[config.mk]
export PLATFORM = sky130hd
export DESIGN_NAME = ps2_keyboard_rx_flat
export DESIGN_NICKNAME = d
export VERILOG_FILES = /design/src/rtl/ps2_keyboard_rx_pkg.sv /design/src/rtl/ps2_keyboard_rx_if.sv /design/src/rtl/ps2_keyboard_rx_fifo.sv /design/src/rtl/ps2_keyboard_rx.sv /design/src/flat_wrapper.sv
export SDC_FILE = /design/constraint.sdc
export NUM_CORES = 1
export LEC_CHECK = 0
export CAP_MARGIN = 20
export CELL_PAD_IN_SITES_DETAIL_PLACEMENT = 0
export CELL_PAD_IN_SITES_GLOBAL_PLACEMENT = 1
export CORE_UTILIZATION = 39
export CTS_BUF_LIST = sky130_fd_sc_hd__clkbuf_4 sky130_fd_sc_hd__clkbuf_8
export CTS_CLUSTER_SIZE = 10
export DETAILED_ROUTE_END_ITERATION = 16
export PLACE_DENSITY = 0.63
export SETUP_SLACK_MARGIN = 0.4
export SLEW_MARGIN = 10
export SYNTH_ARGS = -nofsm -noshare
export SYNTH_HDL_FRONTEND = slang
export SYNTH_SLANG_ARGS = --single-unit
[constraint.sdc]
create_clock -name clk -period 6.9 [get_ports clk]
set_input_delay 2.07 -clock clk [delete_from_list [all_inputs] [get_ports clk]]
set_output_delay 2.07 -clock clk [all_outputs]
set_load 0.02 [all_outputs]
[src/rtl/ps2_keyboard_rx_pkg.sv]
// Shared constants and types for the PS/2 keyboard receiver.
// The optional frame timeout is enabled by PS2_KBD_FRAME_TIMEOUT_EN.
package ps2_kbd_pkg;

  localparam int unsigned START      = 0;
  localparam int unsigned DATA_LSB   = 1;
  localparam int unsigned PARITY     = 9;
  localparam int unsigned STOP       = 10;
  localparam int unsigned FRAME_BITS = 11;

  localparam logic [15:0] IDLE_TIMEOUT = 16'hFFFF;

  typedef logic [7:0] scan_code_t;

  // Start low, stop high and odd parity across data plus parity bit.
  function automatic logic frame_ok(input logic [FRAME_BITS-2:0] bits, input logic stop_bit);
    return ~bits[START] & stop_bit & (^bits[PARITY:DATA_LSB]);
  endfunction

endpackage

[src/rtl/ps2_keyboard_rx_if.sv]
// Bus bundle between the PS/2 pins/consumer side and the keyboard receiver.
// Signal names follow the board-level pin and consumer naming.
interface ps2_keyboard_rx_if;
  import ps2_kbd_pkg::*;

  logic       ps2_clk;
  logic       ps2_data;
  logic       nextdata_n;
  scan_code_t data;
  logic       ready;
  logic       overflow;

  modport master (
    output ps2_clk, ps2_data, nextdata_n,
    input  data, ready, overflow
  );

  modport slave (
    input  ps2_clk, ps2_data, nextdata_n,
    output data, ready, overflow
  );

endinterface

[src/rtl/ps2_keyboard_rx_fifo.sv]
// Synchronous scan-code FIFO; pointers carry one extra wrap bit so that
// full and empty are told apart by occupancy.
module ps2_kbd_fifo
  import ps2_kbd_pkg::*;
#(
  parameter int DEPTH = 8
) (
  input  logic       clk,
  input  logic       clrn,
  input  logic       push_i,
  input  scan_code_t wdata_i,
  input  logic       pop_i,
  output scan_code_t rdata_o,
  output logic       full_o,
  output logic       empty_o
);

  localparam int AW = $clog2(DEPTH);
  localparam logic [AW:0] DEPTH_V = (AW+1)'(DEPTH);

  scan_code_t  mem_q [DEPTH];
  logic [AW:0] w_ptr_q, w_ptr_d;
  logic [AW:0] r_ptr_q, r_ptr_d;
  logic [AW:0] occupancy;

  assign occupancy = w_ptr_q - r_ptr_q;
  assign full_o    = (occupancy == DEPTH_V);
  assign empty_o   = (occupancy == '0);
  assign rdata_o   = mem_q[r_ptr_q[AW-1:0]];

  always_comb begin
    w_ptr_d = w_ptr_q;
    r_ptr_d = r_ptr_q;
    if (push_i && !full_o) w_ptr_d = w_ptr_q + 1'b1;
    if (pop_i && !empty_o) r_ptr_d = r_ptr_q + 1'b1;
  end

  always_ff @(posedge clk or negedge clrn) begin
    if (!clrn) begin
      w_ptr_q <= '0;
      r_ptr_q <= '0;
    end else begin
      w_ptr_q <= w_ptr_d;
      r_ptr_q <= r_ptr_d;
    end
  end

  // Storage needs no reset; occupancy alone decides what is visible.
  always_ff @(posedge clk) begin
    if (push_i && !full_o) mem_q[w_ptr_q[AW-1:0]] <= wdata_i;
  end

endmodule

[src/rtl/ps2_keyboard_rx.sv]
// PS/2 keyboard receiver: synchronises the PS/2 lines, deframes 11-bit frames
// and queues valid scan codes. Optional timeout: PS2_KBD_FRAME_TIMEOUT_EN.
module ps2_keyboard_rx
  import ps2_kbd_pkg::*;
#(
  parameter int FIFO_DEPTH  = 8,
  parameter int SYNC_STAGES = 3
) (
  input logic               clk,
  input logic               clrn,
  ps2_keyboard_rx_if.slave  bus
);

  localparam logic [3:0] LAST_BIT = 4'(STOP);

  logic [SYNC_STAGES-1:0]  clk_sync_q;
  logic [SYNC_STAGES-1:0]  data_sync_q;
  logic                    sample_en;
  logic                    rx_bit;

  logic [3:0]              cnt_q, cnt_d;
  logic [FRAME_BITS-2:0]   frame_q, frame_d;
  logic                    frame_done;
  logic                    frame_valid;

  logic                    overflow_q, overflow_d;
  scan_code_t              last_q, last_d;

  logic                    push;
  logic                    pop;
  logic                    full;
  logic                    empty;
  scan_code_t              head;

  always_ff @(posedge clk or negedge clrn) begin
    if (!clrn) begin
      clk_sync_q  <= '1;
      data_sync_q <= '1;
    end else begin
      clk_sync_q  <= {clk_sync_q[SYNC_STAGES-2:0], bus.ps2_clk};
      data_sync_q <= {data_sync_q[SYNC_STAGES-2:0], bus.ps2_data};
    end
  end

  assign sample_en = clk_sync_q[SYNC_STAGES-1] & ~clk_sync_q[SYNC_STAGES-2];
  assign rx_bit    = data_sync_q[SYNC_STAGES-1];

`ifdef PS2_KBD_FRAME_TIMEOUT_EN
  logic [15:0] idle_q, idle_d;

  always_comb begin
    idle_d = idle_q;
    if (sample_en)                  idle_d = '0;
    else if (idle_q != IDLE_TIMEOUT) idle_d = idle_q + 16'd1;
  end

  always_ff @(posedge clk or negedge clrn) begin
    if (!clrn) idle_q <= '0;
    else       idle_q <= idle_d;
  end
`endif

  // Bits land at their frame position; the stop bit is judged as it arrives.
  always_comb begin
    cnt_d      = cnt_q;
    frame_d    = frame_q;
    frame_done = 1'b0;
    if (sample_en) begin
      if (cnt_q == LAST_BIT) begin
        cnt_d      = '0;
        frame_done = 1'b1;
      end else begin
        frame_d[cnt_q] = rx_bit;
        cnt_d          = cnt_q + 4'd1;
      end
    end
`ifdef PS2_KBD_FRAME_TIMEOUT_EN
    else if (idle_q == IDLE_TIMEOUT && cnt_q != '0) begin
      cnt_d = '0;
    end
`endif
  end

  assign frame_valid = frame_done & frame_ok(frame_q, rx_bit);
  assign push        = frame_valid & ~full;
  assign pop         = ~empty & ~bus.nextdata_n;

  always_comb begin
    overflow_d = overflow_q | (frame_valid & full);
    last_d     = pop ? head : last_q;
  end

  always_ff @(posedge clk or negedge clrn) begin
    if (!clrn) begin
      cnt_q      <= '0;
      frame_q    <= '0;
      overflow_q <= 1'b0;
      last_q     <= '0;
    end else begin
      cnt_q      <= cnt_d;
      frame_q    <= frame_d;
      overflow_q <= overflow_d;
      last_q     <= last_d;
    end
  end

  ps2_kbd_fifo #(
    .DEPTH (FIFO_DEPTH)
  ) u_fifo (
    .clk     (clk),
    .clrn    (clrn),
    .push_i  (push),
    .wdata_i (frame_q[PARITY-1:DATA_LSB]),
    .pop_i   (pop),
    .rdata_o (head),
    .full_o  (full),
    .empty_o (empty)
  );

  assign bus.ready    = ~empty;
  assign bus.overflow = overflow_q;
  assign bus.data     = empty ? last_q : head;

endmodule

[src/flat_wrapper.sv]
// flat-port wrapper written by rule: the top's interface ports become plain ports
module ps2_keyboard_rx_flat import ps2_kbd_pkg::*;
#(
  parameter int FIFO_DEPTH  = 8,
  parameter int SYNC_STAGES = 3
)
  (clk, clrn, bus_ps2_clk, bus_ps2_data, bus_nextdata_n, bus_data, bus_ready, bus_overflow);
  ps2_keyboard_rx_if bus_i ();
  input logic clk;
  input logic clrn;
  input wire logic [$bits(bus_i.ps2_clk)-1:0] bus_ps2_clk;
  input wire logic [$bits(bus_i.ps2_data)-1:0] bus_ps2_data;
  input wire logic [$bits(bus_i.nextdata_n)-1:0] bus_nextdata_n;
  output wire logic [$bits(bus_i.data)-1:0] bus_data;
  output wire logic [$bits(bus_i.ready)-1:0] bus_ready;
  output wire logic [$bits(bus_i.overflow)-1:0] bus_overflow;
  assign bus_i.ps2_clk = bus_ps2_clk;
  assign bus_i.ps2_data = bus_ps2_data;
  assign bus_i.nextdata_n = bus_nextdata_n;
  assign bus_data = bus_i.data;
  assign bus_ready = bus_i.ready;
  assign bus_overflow = bus_i.overflow;
  ps2_keyboard_rx #(.FIFO_DEPTH(FIFO_DEPTH), .SYNC_STAGES(SYNC_STAGES)) u_core (.clk(clk), .clrn(clrn), .bus(bus_i));
endmodule
Word level (Yosys, flattened, before mapping)
Memory sizes are Yosys's and may differ from the RTL's.
Cells that the tools add are included.
- logic and storage cells: 48
- output and inout bits: 10
- flip-flop bits (word level): 37
- RAM bits: 64
- input port bits: 5
- memories kept: 1
- memory list (memory ; words ; bits a word ; read ports ; clocked after memory_dff ; write ports ; line ; source):
    u_core.u_fifo.mem_q ; 8 ; 8 ; 1 ; 0 ; 1 ; ps2_keyboard_rx_fifo.sv:21 ; scan_code_t mem_q [DEPTH];
- order comparisons: 2
- reductions and logical operators: 8
- muxes and demuxes: 9
- $add $sub $neg: 4
- bitwise logic cells: 14
- eq/ne operators: 2
- operator list (cell ; count):
    4-bit by 1-bit adder with 4-bit output (second input constant) ; 3
    10-bit bitwise mux ; 1
    9-bit parity ; 1
    4-bit == test (second input constant) ; 2
    8-bit 2-to-1 mux ; 1
    1-bit AND ; 7
    1-bit inverter ; 6
    4-bit by 5-bit < comparator with 1-bit output (second input constant) ; 1
    1-bit 2-to-1 mux ; 5
    1-bit demux with 4-bit select ; 1
    4-bit by 1-bit >= comparator with 1-bit output (second input constant) ; 1
    4-bit logical NOT ; 1
    4-bit 2-to-1 mux ; 1
    4-bit subtractor ; 1
    1-bit logical AND ; 3
    1-bit logical NOT ; 2
    2-bit AND reduction ; 1
    1-bit OR ; 1

Depth between registers and ports, before layout
- depth in word-level cells: 8
- mapped depth: 11

Cells and area by module
Synthesis repeated with hierarchy kept, for this count alone.
- cells, all modules: 269
- area, all modules: 4340.4 um2
- modules (own cells, without submodules) (module ; cells an instance ; times used ; area an instance (um2) ; seq. area each (um2)):
    ps2_kbd_fifo ; 171 ; 1 ; 3011.6 ; 2122.0
    ps2_keyboard_rx ; 98 ; 1 ; 1328.8 ; 733.2

Least setup slack after synthesis
Ideal clock, no wire load.
- kind: reg2out
- start: reg u_core.u_fifo.r_ptr_q[1]
- end: out bus_data[0]
- arrival: 2887 ps
- setup slack: 1943 ps
- cell stages (with the launch flop): 10
- data required time: 4830 ps
- path through: dfrtp_1 > clkbuf_1 > buf_1 > inv_1 > ha_1 > nor2b_1 > o21a_1 > o21ai_0 > nand3_2 > mux2_2
- word-level cells in the longest chain between the ends: 3
- elaborated cells on any way between the ends: 4
- classes of those cells: add/sub: 1; mux: 1; reduce/logical: 1; memory: 1
- RTL lines (what ; line ; source):
    start: declaration ; ps2_keyboard_rx_fifo.sv:23 ; logic [AW:0] r_ptr_q, r_ptr_d;
    start signal: assignment ; ps2_keyboard_rx_fifo.sv:44 ; r_ptr_q <= r_ptr_d;
    4-bit subtractor ; ps2_keyboard_rx_fifo.sv:26 ; assign occupancy = w_ptr_q - r_ptr_q;
    4-bit logical NOT ; ps2_keyboard_rx_fifo.sv:28 ; assign empty_o = (occupancy == '0);
    8-bit 2-to-1 mux (*) ; ps2_keyboard_rx.sv:122 ; assign bus.data = empty ? last_q : head;
    end: declaration ; flat_wrapper.sv:14 ; output wire logic [$bits(bus_i.data)-1:0] bus_data;
Mark *: on every way between the ends. The rest lies on a longest branch, timed or not.

Worst setup path in the final report
- start: reg u_core.u_fifo.r_ptr_q[2]
- end: out bus_data[2]
Same word-level chain as after synthesis.

==> run_summary.xml <==
<?xml version="1.0" encoding="UTF-8"?>
<metrics>
  <group name="setup_path">
    <metric name="crit_family" unit="">buffers and inverters</metric>
    <metric name="critical_path_class" unit="">reg -&gt; out</metric>
    <metric name="cp_slowest_stage_delay" unit="ns">0.60</metric>
    <metric name="worst-path-buf-inv" unit="">2</metric>
    <metric name="path_max_fanout" unit="">10</metric>
    <metric name="critical_path.cell_chain" unit="">inv_2 -&gt; ha_1 -&gt; o21a_1 -&gt; o21ai_0 -&gt; nand3_2 -&gt; mux2_2 -&gt; clkdlybuf4s50_1</metric>
    <metric name="sort_of_element_at_the_start_of_the_critical_path" unit="">register</metric>
    <metric name="rrSetupSlack" unit="ns">3.70</metric>
    <metric name="worstPathRequired" unit="ns">4.83</metric>
    <metric name="worstRegToRegCells" unit="">6</metric>
    <metric name="critPathSlowestCell" unit="">sky130_fd_sc_hd__clkdlybuf4s50_1</metric>
    <metric name="endpoint_kind" unit="">output port</metric>
    <metric name="timing.critical_path.arrival" unit="ns">3.42</metric>
    <metric name="crit_cells" unit="">7</metric>
  </group>
  <group name="sta">
    <metric name="final_min_period_over_clock_period" unit="%">79.5</metric>
    <metric name="timing_worst_slew_pin_value" unit="ns">0.906</metric>
    <metric name="setup_tns" unit="ns">0</metric>
    <metric name="finalSetupViolCount" unit="">0</metric>
    <metric name="finalClockSkew" unit="ns">0.00909</metric>
    <metric name="tightest_slew_margin_relative_to_the_limit" unit="%">39.6</metric>
    <metric name="period_minus_slack" unit="ns">5.49</metric>
    <metric name="rsz0062_at_grt" unit="">false</metric>
    <metric name="final_max_slew_viol_count" unit="">0</metric>
    <metric name="fmax" unit="MHz">182</metric>
    <metric name="timing.hold.ws" unit="ns">0.362</metric>
    <metric name="timing.final.ws_setup" unit="ns">1.41</metric>
    <metric name="timing_hold_violations_final" unit="">0</metric>
  </group>
  <group name="global_routing">
    <metric name="antenna_violations_before_repair" unit="">0</metric>
    <metric name="first_global_vias" unit="">2249</metric>
    <metric name="grtUsageTotal" unit="%">14.7</metric>
    <metric name="first_pass_grt_wire_length" unit="mm">12.3</metric>
    <metric name="largest_net_degree_at_the_start_of_global_routing" unit="">38</metric>
    <metric name="grt_overflow_total" unit="">0</metric>
  </group>
  <group name="worst_hold_path">
    <metric name="worst_hold_path.num_cells" unit="">0</metric>
    <metric name="hold_path.class" unit="">reg -&gt; reg</metric>
  </group>
  <group name="placed_design">
    <metric name="globalplace.congestion" unit="">0.703</metric>
    <metric name="dp_hpwl" unit="mm">5.15</metric>
    <metric name="port-buffer-count" unit="">14</metric>
    <metric name="detailedPlace.worstSlack" unit="ns">1.78</metric>
    <metric name="placed_cells_incl_taps" unit="">425</metric>
  </group>
  <group name="cells_and_area">
    <metric name="fraction_of_layout_instances_using_a_drive_strength_above_1" unit="%">28.2</metric>
    <metric name="multi_input_comb_area" unit="sq um">1420</metric>
    <metric name="fill_cells" unit="">971</metric>
    <metric name="area_growth" unit="%">11.1</metric>
    <metric name="antenna_cells" unit="">0</metric>
    <metric name="regArea" unit="sq um">2860</metric>
    <metric name="final-instance-count-excl-fill" unit="">441</metric>
    <metric name="design.final.nets" unit="">306</metric>
  </group>
  <group name="cts">
    <metric name="worstSkewPairLatency" unit="ns">0.35</metric>
    <metric name="cts_setup_buffers" unit="">0</metric>
    <metric name="maximum_level_of_the_cts_h_tree" unit="">3</metric>
    <metric name="ctsHoldBuffers" unit="">0</metric>
    <metric name="clock_sinks" unit="">101</metric>
    <metric name="clockRootBuffer" unit="">sky130_fd_sc_hd__clkbuf_8</metric>
    <metric name="cts_inserted_buffers" unit="">9</metric>
    <metric name="cts_tree" unit="">done</metric>
    <metric name="path_clk_slew" unit="ns">0.09</metric>
    <metric name="cts-resized-gates" unit="">0</metric>
    <metric name="cts_buffer_depth" unit="">2</metric>
  </group>
  <group name="drt">
    <metric name="route.detailed.wl_per_inst" unit="um">17.3</metric>
    <metric name="vias_per_cell" unit="">5.14</metric>
    <metric name="route.vias.total" unit="">2265</metric>
    <metric name="detail_route.first_pass.iterations" unit="">4</metric>
    <metric name="wl" unit="mm">7.65</metric>
    <metric name="route.antenna.remaining_nets" unit="">0</metric>
    <metric name="drc" unit="">0</metric>
    <metric name="drt-initial-drc-count" unit="">108</metric>
  </group>
  <group name="synth">
    <metric name="syn_area" unit="sq um">4370</metric>
    <metric name="syn_nets" unit="">286</metric>
    <metric name="seq_area_frac_synth" unit="%">65.4</metric>
    <metric name="yosys_register_bits" unit="">101</metric>
    <metric name="synthArstFlopShare" unit="%">36.6</metric>
    <metric name="synthTopCellsByCount" unit="">sky130_fd_sc_hd__edfxtp_1 (64), sky130_fd_sc_hd__nand2_1 (36), sky130_fd_sc_hd__dfrtp_1 (31)</metric>
    <metric name="synth.lib_cells_used.distinct" unit="">41</metric>
    <metric name="post_synth_inst_count" unit="">276</metric>
    <metric name="synth_compound_area_share" unit="%">3.53</metric>
    <metric name="yosys_most_used_dff" unit="">sky130_fd_sc_hd__edfxtp_1</metric>
    <metric name="synthTopCellsByArea" unit="">sky130_fd_sc_hd__edfxtp_1 (44%), sky130_fd_sc_hd__dfrtp_1 (18%), sky130_fd_sc_hd__mux4_2 (8.3%)</metric>
    <metric name="netlist.top_cell.by_area" unit="">sky130_fd_sc_hd__edfxtp_1</metric>
    <metric name="synth_xor_xnor_area_share" unit="%">3.70</metric>
    <metric name="synth_largest_type_area_fraction" unit="%">44.0</metric>
    <metric name="synth_top_family_by_area" unit="">multiplexers</metric>
    <metric name="synth-edff-count" unit="">64</metric>
    <metric name="synthMostInstantiatedCell" unit="">sky130_fd_sc_hd__edfxtp_1</metric>
    <metric name="synth.mux.area_fraction" unit="%">15.8</metric>
    <metric name="yosys.area_share.simple" unit="%">7.82</metric>
    <metric name="yosys.area_share.adder" unit="%">1.43</metric>
    <metric name="syn-mean-instance-area" unit="sq um">15.8</metric>
    <metric name="synth.yosys.warnings" unit="">0</metric>
  </group>
  <group name="die">
    <metric name="core_area" unit="sq um">10900</metric>
    <metric name="top_level_ports" unit="">15</metric>
    <metric name="chipWidth" unit="um">108</metric>
    <metric name="dieArea" unit="sq um">11600</metric>
    <metric name="rows" unit="">38</metric>
    <metric name="start_util" unit="%">40.1</metric>
    <metric name="fp.dieH" unit="um">108</metric>
  </group>
  <group name="power_and_ir_drop">
    <metric name="irDropWorstVdd" unit="V">0.000193</metric>
    <metric name="static_leakage" unit="nW">1.75</metric>
    <metric name="post-layout-total-power" unit="W">0.00201</metric>
    <metric name="power.density" unit="nW/um^2">414</metric>
  </group>
  <group name="flow_run">
    <metric name="cap_viol_max_count" unit="">0</metric>
  </group>
  <group name="outcome">
    <metric name="run_status" unit="">completed</metric>
  </group>
</metrics>
[layer usage]
metal  part of all wire [%]  track usage, %  vias to the layer above
met3                    2.4            2.91                        9
li1                       -               -                     1077
met1                     46            19.0                     1143
met5                      0               0                        -
met4                    1.3            4.99                        0
met2                     50            24.6                       36
[report_power, final]
| part | internal [W] | total, W | switching (W) |
|---|---|---|---|
| Sequential | 0.000774 | 0.000890 | 0.000116 |
| Clock | 0.000148 | 0.000337 | 0.000190 |
| Combinational | 0.000410 | 0.000781 | 0.000371 |
| Total | 0.00133 | 0.00201 | 0.000676 |
[layout by cell type, fill, tap and decap left out, types with 3 or more instances in the layout]
master                            synthesis  final
sky130_fd_sc_hd__edfxtp_1                64     64
sky130_fd_sc_hd__nand2_1                 36     36
sky130_fd_sc_hd__dfrtp_1                 31     31
sky130_fd_sc_hd__mux2_2                  28     28
sky130_fd_sc_hd__mux4_2                  16     16
sky130_fd_sc_hd__clkdlybuf4s50_1          0     13
sky130_fd_sc_hd__clkbuf_8                 1     10
sky130_fd_sc_hd__inv_1                    8      8
sky130_fd_sc_hd__xnor2_1                  8      8
sky130_fd_sc_hd__o21ai_0                  7      7
sky130_fd_sc_hd__nand3_1                  7      7
sky130_fd_sc_hd__buf_4                    0      7
sky130_fd_sc_hd__dfstp_2                  6      6
sky130_fd_sc_hd__xor2_1                   5      5
sky130_fd_sc_hd__nor4_1                   5      5
sky130_fd_sc_hd__ha_1                     5      5
sky130_fd_sc_hd__nor2b_1                  4      4
sky130_fd_sc_hd__nor2_1                   4      4
sky130_fd_sc_hd__a311oi_1                 3      3
[metrics by stage]
stage,cell area (sq um),util [%]
after detailed placement,4660,42.8
after floorplan,4370,-
after CTS,4840,44.4
final,4850,44.5
after global placement,4660,42.8
after global routing,4850,44.5
[kinds of logic (layout without fill, tap and decap cells)]
logic type | after synthesis | count (layout)
flip-flops | 101 | 101
AND/OR/NAND/NOR | 69 | 69
XOR/XNOR | 15 | 15
multiplexers | 45 | 45
adder cells (fa/ha/maj) | 5 | 5
buffers and inverters | 21 | 46
AO/OA/AOI/OAI | 20 | 20
[path summary, 6_finish.rpt]
path	end	from
min in group asynchronous	u_core.last_q[5]	clrn
worst max-delay path	bus_data[2]	u_core.u_fifo.r_ptr_q[2]
worst min-delay path	u_core.data_sync_q[1]	u_core.data_sync_q[0]
max in group asynchronous	u_core.cnt_q[3]	clrn
worst max register to register	u_core.u_fifo.mem_q[7][4]	u_core.u_fifo.r_ptr_q[2]
worst min register to register	u_core.data_sync_q[1]	u_core.data_sync_q[0]
[cell type report]
| cell class | count | area share, % |
|---|---|---|
| Clock inverter | 4 | 0.490 |
| Tap cell | 140 | 3.61 |
| Clock buffer | 12 | 3.15 |
| Sequential cell | 101 | 58.9 |
| Timing Repair Buffer | 21 | 3.87 |
| Multi-Input combinational cell | 154 | 29.3 |
| Inverter | 9 | 0.697 |
[state kept, by name (all words and copies together) (netlist names)]
register               count
u_core.u_fifo.mem_q       64
u_core.frame_q            10
u_core.last_q              8
u_core.cnt_q               4
u_core.u_fifo.r_ptr_q      4
u_core.u_fifo.w_ptr_q      4
u_core.clk_sync_q          3
u_core.data_sync_q         3
u_core.bus.overflow        1
(Power assumes the default switching activity.)
